[config.mk]
export PLATFORM = sky130hd
export DESIGN_NAME = ldpc_rx_fill_8160_7136
export DESIGN_NICKNAME = d
export VERILOG_FILES = /design/src/rtl/ldpc_rx_fill_8160_7136.sv
export SDC_FILE = /design/constraint.sdc
export NUM_CORES = 1
export LEC_CHECK = 0
export ABC_AREA = 1
export BUFFER_PORTS_ARGS = -buffer_cell sky130_fd_sc_hd__buf_2
export CAP_MARGIN = 20
export CORE_MARGIN = 4
export CORE_UTILIZATION = 54
export CTS_CLUSTER_DIAMETER = 60
export DETAILED_ROUTE_END_ITERATION = 12
export GPL_TIMING_DRIVEN = 0
export PLACE_DENSITY = 0.89
export SLEW_MARGIN = 20
export SYNTH_ARGS = -nofsm -noshare
export SYNTH_HDL_FRONTEND = slang
export SYNTH_SLANG_ARGS = --single-unit
export TNS_END_PERCENT = 100
[constraint.sdc]
create_clock -name clk -period 1.43 [get_ports clk]
set_input_delay 0.0715 -clock clk [delete_from_list [all_inputs] [get_ports clk]]
set_output_delay 0.0715 -clock clk [all_outputs]
set_load 0.05 [all_outputs]
[src/rtl/ldpc_rx_fill_8160_7136.sv]
// ---------------------------------------------------------------------------
// ldpc_rx_fill_8160_7136
//
// Receive-side framing adapter for the (8160,7136) LDPC link. It sits between
// the hard-decision front end and an (8176,7154) decoder core. For every
// received 8160-bit codeword (7136 info + 1022 parity + 2 pad bits) it emits
// one 8176-bit decoder frame:
//   18 known-zero virtual-fill bits ++ first 8158 received bits.
// The 2 trailing pad bits are stripped and checked for zero.
//
// Bits travel MSB first: tdata[width-1] is the earliest bit of a beat.
// Supported beat widths: 1, 8, 16.
//
// Ports
//   clk            system clock
//   rst            asynchronous active-high reset
//   s_axis_tdata   received codeword bits          (width)
//   s_axis_tvalid  input beat valid
//   s_axis_tready  input beat accepted
//   m_axis_tdata   decoder-frame bits              (width)
//   m_axis_tvalid  output beat valid
//   m_axis_tlast   last beat of each 8176-bit frame
//   m_axis_tready  downstream ready
//   pad_err        one-cycle pulse when a frame's 2 pad bits are not both 0
//
// Datapath is combinational from s_axis_tdata to m_axis_tdata; only the FSM,
// the 13-bit output-beat counter, the residual bits and pad_err are stored.
// ---------------------------------------------------------------------------
module ldpc_rx_fill_8160_7136 #(
    parameter int width = 8
) (
    input  logic             clk,
    input  logic             rst,
    input  logic [width-1:0] s_axis_tdata,
    input  logic             s_axis_tvalid,
    output logic             s_axis_tready,
    output logic [width-1:0] m_axis_tdata,
    output logic             m_axis_tvalid,
    output logic             m_axis_tlast,
    input  logic             m_axis_tready,
    output logic             pad_err
);

    localparam int OUT_BEATS = 8176 / width;
    // Whole zero beats that precede the first body beat.
    localparam int NZ        = 18 / width;
    // Fill zeros that do not make a whole beat; they ride in the residual
    // register at the head of the first body beat.
    localparam int R         = 18 % width;

    localparam logic [12:0] LAST_BEAT = 13'(OUT_BEATS - 1);
    localparam logic [12:0] LAST_ZERO = 13'(NZ - 1);

    typedef enum logic [1:0] {
        ST_ZERO = 2'd0,
        ST_BODY = 2'd1,
        ST_DROP = 2'd2
    } state_t;

    state_t      state_q, state_d;
    logic [12:0] beat_q,  beat_d;    // output beat index inside the frame
    logic        drop_q,  drop_d;    // pad beat index while dropping (width 1)
    logic        pad_err_q;

    logic [width-1:0] body_data;
    logic             m_xfer;
    logic             s_xfer;
    logic             at_last;

    assign at_last = (beat_q == LAST_BEAT);
    assign m_xfer  = m_axis_tvalid & m_axis_tready;
    assign s_xfer  = s_axis_tvalid & s_axis_tready;
    assign pad_err = pad_err_q;

    // -----------------------------------------------------------------------
    // Handshake / output mux. Everything is forced low while rst is high so
    // the downstream core sees an idle bus during reset.
    // -----------------------------------------------------------------------
    always_comb begin
        s_axis_tready = 1'b0;
        m_axis_tvalid = 1'b0;
        m_axis_tdata  = '0;
        m_axis_tlast  = 1'b0;
        if (!rst) begin
            case (state_q)
                ST_ZERO: begin
                    // Fill zeros go out only once a codeword is actually
                    // arriving; the waiting input beat is left untouched.
                    m_axis_tvalid = s_axis_tvalid;
                end
                ST_BODY: begin
                    // One input beat per output beat, so input ready simply
                    // follows output ready and the data is held for free
                    // while the output stalls.
                    m_axis_tvalid = s_axis_tvalid;
                    s_axis_tready = m_axis_tready;
                    m_axis_tdata  = body_data;
                    m_axis_tlast  = at_last;
                end
                ST_DROP: begin
                    s_axis_tready = 1'b1;
                end
                default: begin
                    s_axis_tready = 1'b0;
                end
            endcase
        end
    end

    // -----------------------------------------------------------------------
    // Frame sequencing
    // -----------------------------------------------------------------------
    always_comb begin
        state_d = state_q;
        beat_d  = beat_q;
        drop_d  = drop_q;
        case (state_q)
            ST_ZERO: begin
                if (m_xfer) begin
                    if (beat_q == LAST_ZERO) begin
                        state_d = ST_BODY;
                    end
                    beat_d = beat_q + 13'd1;
                end
            end
            ST_BODY: begin
                if (m_xfer) begin
                    if (at_last) begin
                        beat_d = '0;
                        // With wider beats the pad bits are the low bits of
                        // the final input beat and vanish with the residual.
                        // At width 1 they still have to be pulled off the
                        // input one beat at a time.
                        state_d = (width == 1) ? ST_DROP : ST_ZERO;
                    end else begin
                        beat_d = beat_q + 13'd1;
                    end
                end
            end
            ST_DROP: begin
                if (s_xfer) begin
                    drop_d = ~drop_q;
                    if (drop_q) begin
                        state_d = ST_ZERO;
                    end
                end
            end
            default: begin
                state_d = ST_ZERO;
            end
        endcase
    end

    always_ff @(posedge clk or posedge rst) begin
        if (rst) begin
            state_q <= ST_ZERO;
            beat_q  <= '0;
            drop_q  <= 1'b0;
        end else begin
            state_q <= state_d;
            beat_q  <= beat_d;
            drop_q  <= drop_d;
        end
    end

    // -----------------------------------------------------------------------
    // Realignment and pad check
    // -----------------------------------------------------------------------
    generate
        if (R > 0) begin : g_res
            // The low R bits of each input beat belong to the next output
            // beat; they are parked here for one transfer.
            logic [R-1:0] res_q, res_d;

            always_comb begin
                res_d = res_q;
                if (state_q == ST_BODY && s_xfer) begin
                    // On the frame's last beat these low bits are the pad
                    // bits: discard them so the next frame starts with the
                    // residual holding fill zeros.
                    res_d = at_last ? '0 : s_axis_tdata[R-1:0];
                end
            end

            always_ff @(posedge clk or posedge rst) begin
                if (rst) begin
                    res_q     <= '0;
                    pad_err_q <= 1'b0;
                end else begin
                    res_q     <= res_d;
                    pad_err_q <= (state_q == ST_BODY) && m_xfer && at_last &&
                                 (s_axis_tdata[1:0] != 2'b00);
                end
            end

            // body = {res, s_axis_tdata[width-1:R]}
            for (genvar gi = 0; gi < width; gi++) begin : g_bit
                if (gi >= width - R) begin : g_from_res
                    assign body_data[gi] = res_q[gi-(width-R)];
                end else begin : g_from_in
                    assign body_data[gi] = s_axis_tdata[gi+R];
                end
            end
        end else begin : g_direct
            // Beat boundaries line up with the fill: pass straight through
            // and inspect the pad bits as they are dropped.
            logic pad_first_q;

            assign body_data = s_axis_tdata;

            always_ff @(posedge clk or posedge rst) begin
                if (rst) begin
                    pad_first_q <= 1'b0;
                    pad_err_q   <= 1'b0;
                end else begin
                    pad_err_q <= 1'b0;
                    if (state_q == ST_DROP && s_xfer) begin
                        if (!drop_q) begin
                            pad_first_q <= s_axis_tdata[0];
                        end else begin
                            pad_err_q <= pad_first_q | s_axis_tdata[0];
                        end
                    end
                end
            end
        end
    endgenerate

endmodule

==> summary.txt, run 1 <==
Global routing
  – Vias in the first global route: 1278
  – GRT overflow: 0
  – Gr usage total: 24.25%
  – Antenna violations before repair: 0
  – Pin count of the biggest net entering global routing: 18
  – First-pass GRT wire length: 5.216 mm

Final layout
  – ANT cells: 0
  – Fill count: 138
  – Final nets: 225
  – Multi-input combinational cell area: 705.7 sq um
  – Sequential cell area: 426.7 sq um
  – Area grow syn2layout: 27.23%
  – Share of layout cells above drive strength 1: 26.19%

Setup path
  – Critical-path cell list: inv_2 > ha_4 > nand2_4 > nor2_4 > nand3_4 > nor2_4 > buf_6
  – Worst reg2reg path startpoint: beat_q[1]
  – Crit path launch type: register
  – Crit. Startpoint: beat_q[1]
  – Arrival @ worst endpoint: 1460 ps
  – Critical path class: reg2out
  – Delay-heaviest family, CP: flip-flops
  – Crit Path Max Fanout: 4
  – Critical path's most frequent cell: nor2_4
  – Buf/Inv on CP: 2
  – Crit path capture type: primary output
  – Slowest stage delay, CP: 410 ps
  – CP max-delay cell: dfrtp_1
  – Critical Path RT: 1360 ps

Detailed routing
  – DRC errors left: 0
  – Initial DRC count: 27
  – Drt pass-1 iters: 5
  – Vias/cell: 5.346
  – Post-Route WL: 3.209 mm
  – ANT nets after route: 0
  – Vias: 1267
  – Drt wl/cell: 13.54 microns

Logic synthesis
  – Cells after Synth: 179
  – Asr flop ratio synth: 100.0%
  – Post-synth EDFFs: 0
  – Syn Nets: 193
  – Mapped Avg Cell Area: 6.675 sq um
  – Yosys cell types: 18
  – Primary FF master, synth: dfrtp_1
  – Ys Warns: 0
  – Register area share after synthesis: 35.60%
  – Post-synthesis register bit count: 17
  – Post-Syn Area: 0.001195 sq mm

Clock network
  – Clock root cell: clkbuf_4
  – CTS sink count: 17
  – CTS tree: built
  – Cts bufs inserted: 3
  – CTS Buffer Depth: 2
  – Clk slew on worst S/H paths: 90 ps
  – Worst-Skew Late Latency: 290 ps
  – CTS H-tree depth: 1

Placed design
  – PortBufs: 22
  – Setup WS pre-CTS: -33.03 ps
  – Routability congestion estimate: 0.9560
  – Post-DP HPWL: 2.212 mm

Timing
  – Worst Skew: 4.024 ps
  – Worst rel slew slack: 46.92%
  – Final worst slack: -105.7 ps
  – Period minus WS final: 1536 ps
  – Setup violations, final: 9
  – Max frequency: 0.6512 GHz
  – Final hold viol count: 0
  – Worst-margin pin slew: 793.5 ps
  – Max Transition Viols Final: 0
  – RSZ-0062 raised after global routing: yes
  – Final period util: 107.4%
  – Final TNS setup: -736.0 ps

Pwr
  – Peak supply drop: 0.9464 mV
  – PwrDens: 1385 mW/mm^2
  – Leak: 0.8391 nW
  – Overall Power: 2.106 mW

Floorplan
  – Die width: 55.04 microns
  – Die area: 0.003029 sq mm
  – Initial core utilization: 59.10%
  – Row count: 16
  – # IOs: 24
  – Die H: 55.04 microns
  – Core Region: 0.002022 sq mm

Outcome
  – Failing checks: negative setup slack
  – Status: complete, but fails checks

Job
  – # Max-Cap Violations: 0

Min path
  – Hold Crit Start: s_axis_tdata[1]
  – Hold WC Path Type: in2reg
-- worst register-to-register path: cells and delay by family (launching register included) --
family | cells | cell delay, ps
flip-flops | 1 | 410
AND/OR/NAND/NOR | 5 | 660
adder cells (fa/ha/maj) | 1 | 150
buffers and inverters | 2 | 200
-- sequential cells by signal, summed over array words and instances, names as in the netlist --
name	count
beat_q	13
g_res.res_q	2
pad_err	1
state_q	1
-- path summary, 6_finish.rpt --
path | end | slack (ps) | depth (start not counted)
min | g_res.res_q[1] | 60 | 3
min reg2reg | g_res.res_q[0] | 590 | 2
min in group asynchronous | beat_q[12] | 490 | 3
max in group asynchronous | beat_q[2] | 380 | 3
max reg2reg | beat_q[1] | -90 | 8
max | m_axis_tlast | -110 | 7
-- stage by stage --
step	area, sq um	hold WS (ps)	util [%]	std cells
global placement	1341	5.751	66.34	228
detailed placement	1341	11.60	66.34	228
global route	1520	64.81	75.19	237
finish	1520	56.69	75.19	237
floorplan	1197	-17.34	-	179
CTS	1439	34.49	71.16	237
-- layout by cell type (no fill, tap or decap) --
cell type / instances
nand2_4: 1
nand3_2: 1
buf_2: 19
inv_6: 1
nor2_1: 24
ha_4: 2
buf_4: 6
inv_1: 29
nor3_1: 2
nor2_4: 9
nand3_4: 3
dlygate4sd3_1: 1
nor2_8: 1
nand4_1: 4
nor2_2: 2
dfrtp_2: 1
buf_6: 5
clkbuf_4: 3
nand3_1: 15
inv_2: 1
xor2_1: 1
dfrtp_1: 16
nand2_1: 57
o21ai_0: 5
clkbuf_1: 1
-- cell type report --
cell class                 instances  area share (%)
multi-input combinational        127           46.42
sequential                        17           28.07
timing repair buffer              27           11.11
inverter                          31           7.984
buffer                             4           2.469
tap                               27           2.222
clock buffer                       4           1.728
-- cell families (layout without fill, tap and decap cells) --
family | count (synthesis) | after routing | synth area share (%)
buf+inv | 35 | 66 | 13.30
fa+ha+maj | 2 | 2 | 2.094
xor+xnor | 1 | 1 | 0.7331
flops | 17 | 17 | 35.60
simple gates | 119 | 119 | 46.18
compound gates | 5 | 5 | 2.094
-- cells in the mapped netlist (2+ instances only) --
cell type	number	share of area, %
nand3_1	17	7.1
dfrtp_1	17	36
nor3_1	2	0.84
ha_1	2	2.1
buf_4	2	1.3
o21ai_0	5	2.1
nor2_4	4	3.8
inv_1	30	9.4
nand4_1	4	2.1
nor2_2	2	1.0
nor2_1	29	9.1
buf_6	2	1.9
nand2_1	58	18
-- power by group --
| group | internal, mW | switching, mW | leakage (nW) | total (mW) |
|---|---|---|---|---|
| registers | 0.638 | 0.205 | 0.182 | 0.843 |
| logic | 0.342 | 0.663 | 0.642 | 1.01 |
| clock network | 0.109 | 0.149 | 0.0150 | 0.257 |
-- layer usage --
layer	global-route usage, %	up-vias	part of all wire (%)
met2	45.47	49	58
met5	0	-	0
met3	4.558	11	4.7
met4	13.36	0	2.0
met1	24.96	601	36
li1	-	606	-
-- what timing repair did --
action,in CTS,in global routing
hold buffers,1,0
hold endpoints to repair,17,0
setup endpoints to repair,9,14
buffers inserted,4,0
resized for setup,8,21
pin swaps,5,1
Note: power is estimated with default switching activity, not from simulation.
==> inputs of run 2 (changes only) <==
BUFFER_PORTS_ARGS = not set   (was -buffer_cell sky130_fd_sc_hd__buf_2)
CORE_UTILIZATION = 57   (was 54)
DONT_BUFFER_PORTS = 1   (was not set)
MAX_ROUTING_LAYER = met4   (was not set)
PLACE_DENSITY = 0.82   (was 0.89)
==> run 2 against run 1 <==
  * The run still ends with negative setup slack left
  * Register-to-register slack lost 90 ps
  * First-iteration DRC count grew to 3.1 times the previous value
  * Final area is 2.6% higher
  * Hold slack better by 73 ps
  * Critical endpoint unchanged
  * Largest power group unchanged
==> summary.txt, run 2 (synthesized netlist as in run 1, its figures left out) <==
Final layout
  – Non-filler instance count after layout: 226 (was 237)
  – Post-route cell area: 0.001560 sq mm (was 0.001520 sq mm)
  – Fin util: 78.72% (was 75.19%)
  – Most flops, register: beat_q (unchanged)
  – Share of layout cells above drive strength 1: 29.15% (was 26.19%)
  – Most frequent cells in the layout: nand2_1, inv_1, nor2_4 (was nand2_1, inv_1, nor2_1)
  – Biggest regs: beat_q x13, g_res.res_q x2 (unchanged)
  – Max reg flops: 13 (unchanged)
  – Area grow syn2layout: 30.58% (was 27.23%)
  – Commonest non-fill, non-tap cell in the layout: nand2_1 (unchanged)
  – Final nets: 214 (was 225)
  – ANT cells: 0 (unchanged)

Placed design
  – Post-DP HPWL: 1.905 mm (was 2.212 mm)
  – DP Cell Count: 206 (was 228)
  – Routability congestion estimate: 0.8878 (was 0.9560)
  – Setup WS pre-CTS: -150.6 ps (was -33.03 ps)
  – Area after DPL: 0.001231 sq mm (was 0.001341 sq mm)
  – PortBufs: 0 (was 22)

Setup path
  – Critical Path RT: 1360 ps (about the same)
  – Crit path launch type: register (unchanged)
  – Critical path class: reg2out (unchanged)
  – Crit path capture type: primary output (unchanged)
  – Arrival @ worst endpoint: 1570 ps (was 1460 ps)
  – Crit Path Max Fanout: 5 (was 4)

Min path
  – Hold WC Path Type: in2reg (unchanged)

Detailed routing
  – ANT nets after route: 0 (unchanged)
  – Drt pass-1 iters: 6 (was 5)
  – Drt wl/cell: 18.18 microns (was 13.54 microns)
  – Initial DRC count: 84 (was 27)
  – Vias/cell: 5.920 (was 5.346)
  – Post-Route WL: 4.108 mm (was 3.209 mm)
  – Vias: 1338 (was 1267)
  – DRC errors left: 0 (unchanged)

Clock network
  – CTS H-tree depth: 1 (unchanged)
  – Cts bufs inserted: 3 (unchanged)
  – CTS sink count: 17 (unchanged)
  – CTS Buffer Depth: 2 (unchanged)
  – CTS tree: built (unchanged)
  – Clk slew on worst S/H paths: 110 ps (was 90 ps)
  – Worst-Skew Late Latency: 310 ps (was 290 ps)
  – Clock root cell: clkbuf_4 (unchanged)

Timing
  – Max Transition Viols Final: 0 (unchanged)
  – Final TNS setup: -1352 ps (was -736.0 ps)
  – Min Hold Slack: 130.1 ps (was 56.69 ps)
  – Period minus WS final: 1637 ps (was 1536 ps)
  – Setup violations, final: 11 (was 9)
  – Worst-margin pin slew: 834.4 ps (was 793.5 ps)
  – Final worst slack: -207.2 ps (was -105.7 ps)
  – Worst rel slew slack: 44.19% (was 46.92%)
  – Worst Skew: 3.068 ps (was 4.024 ps)
  – RSZ-0062 raised after global routing: yes (unchanged)
  – Final period util: 114.5% (was 107.4%)
  – Max frequency: 0.6108 GHz (was 0.6512 GHz)
  – Final hold viol count: 0 (unchanged)

Global routing
  – Vias in the first global route: 1192 (was 1278)
  – First-pass GRT wire length: 5.126 mm (was 5.216 mm)
  – Global-route met3 utilization: 6.371% (was 4.558%)
  – Gr usage total: 25.99% (was 24.25%)
  – Met1 global-route usage: 27.87% (was 24.96%)
  – GRT Max-Usage Layer: met2 (unchanged)
  – Pin count of the biggest net entering global routing: 18 (unchanged)
  – Antenna violations before repair: 0 (unchanged)
  – GRT overflow: 0 (unchanged)
  – Met2 Resource Use GR: 42.54% (was 45.47%)

Job
  – # Max-Cap Violations: 0 (unchanged)

Pwr
  – Sw Share: 49.53% (was 48.30%)
  – Combinational group share of total power: 52.2% (was 47.7%)
  – Share of power burned in registers: 35.8% (was 40.1%)
  – Overall Power: 2.373 mW (was 2.106 mW)
  – Internal: 1.197 mW (was 1.089 mW)
  – Psw: 1.175 mW (was 1.017 mW)
  – Clk pwr share: 12.0% (was 12.2%)
  – PwrDens: 1521 mW/mm^2 (was 1385 mW/mm^2)
  – Leak: 0.7847 nW (was 0.8391 nW)
  – Peak supply drop: 1.386 mV (was 0.9464 mV)

Outcome
  – Status: complete, but fails checks (unchanged)
  – Failing checks: negative setup slack (unchanged)

Floorplan
  – Die width: 53.79 microns (was 55.04 microns)
  – Core Region: 0.001982 sq mm (was 0.002022 sq mm)
  – Die area: 0.002893 sq mm (was 0.003029 sq mm)
  – # IOs: 24 (unchanged)
  – Initial core utilization: 60.29% (was 59.10%)
  – Row count: 16 (unchanged)
  – Die H: 53.79 microns (was 55.04 microns)
==> run 2: cell types whose count changed in the layout (fill, tap and decap cells not counted), moves of 2 or more <==
| cell | delta |
|---|---|
| nor2_2 | +4 |
| nor2_1 | -11 |
| buf_4 | +7 |
| nand2_1 | -4 |
| dlygate4sd3_1 | +3 |
| nor2_4 | +7 |
| buf_6 | -2 |
| nand2_2 | +4 |
| buf_2 | -19 |
==> run 2: per-layer routing <==
metal	vias to the layer above	share of wire, %
met5	-	0
met4	0	4.9
met3	22	9.5
met2	112	51
met1	616	35
li1	588	-
==> run 2: power by group through the flow <==
stage          logic [mW]  clock network (mW)  registers (mW)
2_1_floorplan       0.640                   0           0.780
3_3_place_gp        0.726                   0           0.817
3_5_place_dp        0.758                   0           0.823
4_1_cts             0.862               0.279           0.818
5_1_grt              1.32               0.309           0.867
6_report             1.24               0.285           0.849
==> run 2: final cells by class <==
cell class	instances	area [sq um]
flip-flops and latches	17	427.9
well taps	27	33.78
clock buffers	3	22.52
inverters	31	121.4
repair buffers	16	133.9
plain buffers	4	37.54
fillers	101	421.7
clock inverters	1	5.005
multi-input cells	127	778.2
==> run 2: worst max-delay path: stages, from the launching register on <==
cell and delay, ps:
dfrtp_1 460, nand2_1 170, nor2_4 220, nand3_4 110, nor2_4 290
==> run 2: final timing paths <==
check	start	to	slack [ps]	cells past startpoint
worst max-delay path	beat_q[8]	m_axis_tlast	-210	4
worst min-delay path	s_axis_tvalid	beat_q[0]	130	4
worst max register to register	beat_q[0]	beat_q[9]	-180	7
worst min register to register	beat_q[12]	beat_q[12]	600	3
max in group asynchronous	rst	beat_q[2]	310	3
min in group asynchronous	rst	state_q[0]	550	3
==> run 2: repair_timing <==
item | CTS | global route
hold buffers | 4 | 0
setup buffers | 4 | 8
gates resized for setup | 23 | 23
setup endpoints to repair | 17 | 22
pin swaps | 6 | 7
hold endpoints to repair | 20 | 0
cloned | 0 | 0
==> inputs of run 3 (changes only) <==
CORE_UTILIZATION = 59   (was 57)
PLACE_DENSITY = 0.85   (was 0.82)
==> run 3 against run 2 <==
  * The run still ends with negative setup slack left
  * Fmax is 0.32% lower
  * Highest routed layer unchanged
  * Critical path depth is 5 higher
  * Count of clock-buffer cells in the layout stayed put
  * Via count is 6.3% lower
  * Clock skew hardly changed
==> summary.txt, run 3 (synthesized netlist as in run 1, its figures left out) <==
Placed design
  – Setup WS pre-CTS: -130.8 ps (was -150.6 ps)
  – Routability congestion estimate: 0.9495 (was 0.8878)
  – PortBufs: 0 (unchanged)
  – Post-DP HPWL: 1.976 mm (was 1.905 mm)

Timing
  – Max Transition Viols Final: 0 (unchanged)
  – Min Hold Slack: 158.4 ps (was 130.1 ps)
  – Final period util: 114.9% (was 114.5%)
  – Worst rel slew slack: 48.13% (was 44.19%)
  – RSZ-0062 raised after global routing: yes (unchanged)
  – Worst-margin pin slew: 775.5 ps (was 834.4 ps)
  – Final hold viol count: 0 (unchanged)
  – Final worst slack: -212.5 ps (was -207.2 ps)
  – Worst Skew: 3.059 ps (was 3.068 ps)
  – Max frequency: 0.6088 GHz (was 0.6108 GHz)
  – Setup violations, final: 9 (was 11)
  – Period minus WS final: 1642 ps (was 1637 ps)

Clock network
  – Cts bufs inserted: 3 (unchanged)
  – Clk slew on worst S/H paths: 100 ps (was 110 ps)
  – Clock root cell: clkbuf_4 (unchanged)
  – Worst-Skew Late Latency: 310 ps (about the same)
  – CTS tree: built (unchanged)
  – CTS Buffer Depth: 2 (unchanged)
  – CTS H-tree depth: 1 (unchanged)
  – CTS sink count: 17 (unchanged)

Final layout
  – Commonest non-fill, non-tap cell in the layout: nand2_1 (unchanged)
  – Max reg flops: 13 (unchanged)
  – Most frequent cells in the layout: nand2_1, inv_1, nor2_4, nor2_1, dfrtp_1 (was nand2_1, inv_1, nor2_4)
  – Final nets: 212 (was 214)
  – Biggest regs: beat_q x13, g_res.res_q x2 (unchanged)
  – Fin util: 78.54% (was 78.72%)
  – ANT cells: 0 (unchanged)
  – Most flops, register: beat_q (unchanged)
  – Share of layout cells above drive strength 1: 23.86% (was 29.15%)
  – Area grow syn2layout: 27.64% (was 30.58%)

Setup path
  – Arrival @ worst endpoint: 1840 ps (was 1570 ps)
  – Crit path capture type: register (was primary output)
  – Critical path class: reg2reg (was reg2out)
  – Crit path launch type: register (unchanged)
  – Slowest stage delay, CP: 390 ps (was 460 ps)
  – Worst reg2reg path startpoint: beat_q[1] (was beat_q[0])
  – Buf/Inv on CP: 3 (was 0)
  – Crit. Startpoint: beat_q[1] (was beat_q[8])
  – Critical Path RT: 1630 ps (was 1360 ps)
  – Critical path's most frequent cell: nor2_4 (unchanged)
  – Critical-path cell list: inv_1 > ha_2 > nand2_2 > nor2_4 > buf_4 > buf_6 > nand4_1 > nor2_4 > nor2_1 (was nand2_1 > nor2_4 > nand3_4 > nor2_4)
  – CP max-delay cell: dfrtp_1 (unchanged)
  – Delay-heaviest family, CP: simple AND/OR/NAND/NOR gates (unchanged)
  – Crit Path Max Fanout: 7 (was 5)

Detailed routing
  – ANT nets after route: 0 (unchanged)
  – Vias: 1254 (was 1338)
  – Post-Route WL: 3.469 mm (was 4.108 mm)
  – Initial DRC count: 48 (was 84)
  – Vias/cell: 5.598 (was 5.920)
  – Drt pass-1 iters: 4 (was 6)
  – DRC errors left: 0 (unchanged)
  – Drt wl/cell: 15.49 microns (was 18.18 microns)

Global routing
  – First-pass GRT wire length: 5.361 mm (was 5.126 mm)
  – GRT overflow: 0 (unchanged)
  – Pin count of the biggest net entering global routing: 18 (unchanged)
  – Antenna violations before repair: 0 (unchanged)
  – Vias in the first global route: 1163 (was 1192)
  – Gr usage total: 27.07% (was 25.99%)

Floorplan
  – Initial core utilization: 61.53% (was 60.29%)
  – # IOs: 24 (unchanged)
  – Die width: 53 microns (was 53.79 microns)
  – Core Region: 0.001942 sq mm (was 0.001982 sq mm)
  – Die area: 0.002809 sq mm (was 0.002893 sq mm)
  – Die H: 53 microns (was 53.79 microns)
  – Row count: 16 (unchanged)

Min path
  – Hold Crit Start: s_axis_tvalid (unchanged)
  – Hold WC Path Type: in2reg (unchanged)

Outcome
  – Failing checks: negative setup slack (unchanged)
  – Status: complete, but fails checks (unchanged)

Pwr
  – Leak: 0.7710 nW (was 0.7847 nW)
  – Peak supply drop: 1.087 mV (was 1.386 mV)
  – Overall Power: 2.103 mW (was 2.373 mW)
  – PwrDens: 1379 mW/mm^2 (was 1521 mW/mm^2)

Job
  – # Max-Cap Violations: 0 (unchanged)
-- run 3: cell types whose count changed in the layout (fill, tap and decap cells not counted), sizes merged --
cell | previous run | this run
buf | 16 | 14
-- run 3: area by class of cell --
type | instances | area (sq um)
clock inverter | 1 | 5.005
fill | 123 | 416.7
clock buffer | 3 | 22.52
inverter | 31 | 121.4
buffer | 4 | 41.29
sequential | 17 | 426.7
tap | 27 | 33.78
multi-input combinational | 127 | 755.7
timing repair buffer | 14 | 118.9
-- run 3: worst register-to-register path, cell delays in order (launching register included) --
cell and delay, ps:
dfrtp_1 390, inv_1 60, ha_2 180, nand2_2 70, nor2_4 120, buf_4 130
buf_6 80, nand4_1 170, nor2_4 260, nor2_1 80
-- run 3: repair_timing --
item,4_1_cts,5_1_grt
hold endpoints to repair,20,0
gates resized for setup,24,14
pin swaps,4,4
hold buffers,4,0
endpoints found under the setup margin,17,20
buffers inserted,9,2
-- run 3: path summary, 6_finish.rpt --
kind	cells after the start	to	slack (ps)
worst min-delay path	4	beat_q[0]	160
min in group asynchronous	3	beat_q[12]	540
worst max-delay path	9	beat_q[9]	-210
worst max register to register	9	beat_q[9]	-210
worst min register to register	3	beat_q[12]	580
max in group asynchronous	3	beat_q[5]	360
-- run 3: power breakdown --
| part | total, mW | internal, mW | switching, mW |
|---|---|---|---|
| registers | 0.818 | 0.637 | 0.180 |
| logic | 1.02 | 0.353 | 0.663 |
| clock network | 0.269 | 0.105 | 0.165 |
-- run 3: metal layers --
| metal | vias to the layer above | part of all wire, % | GRT usage (%) |
|---|---|---|---|
| met2 | 60 | 51 | 44.01 |
| met1 | 587 | 38 | 31.93 |
| li1 | 584 | - | - |
| met4 | 0 | 5.8 | 12.34 |
| met5 | - | 0 | - |
| met3 | 23 | 5.7 | 5.915 |
-- run 3: through the flow --
step	cells	setup TNS (ps)	instance area [sq um]
detailed placement	206	-159.4	1231
CTS	222	-1157	1450
finish	224	-1754	1525
global route	224	-2057	1525
global placement	206	-105.4	1231
floorplan	179	0	1197
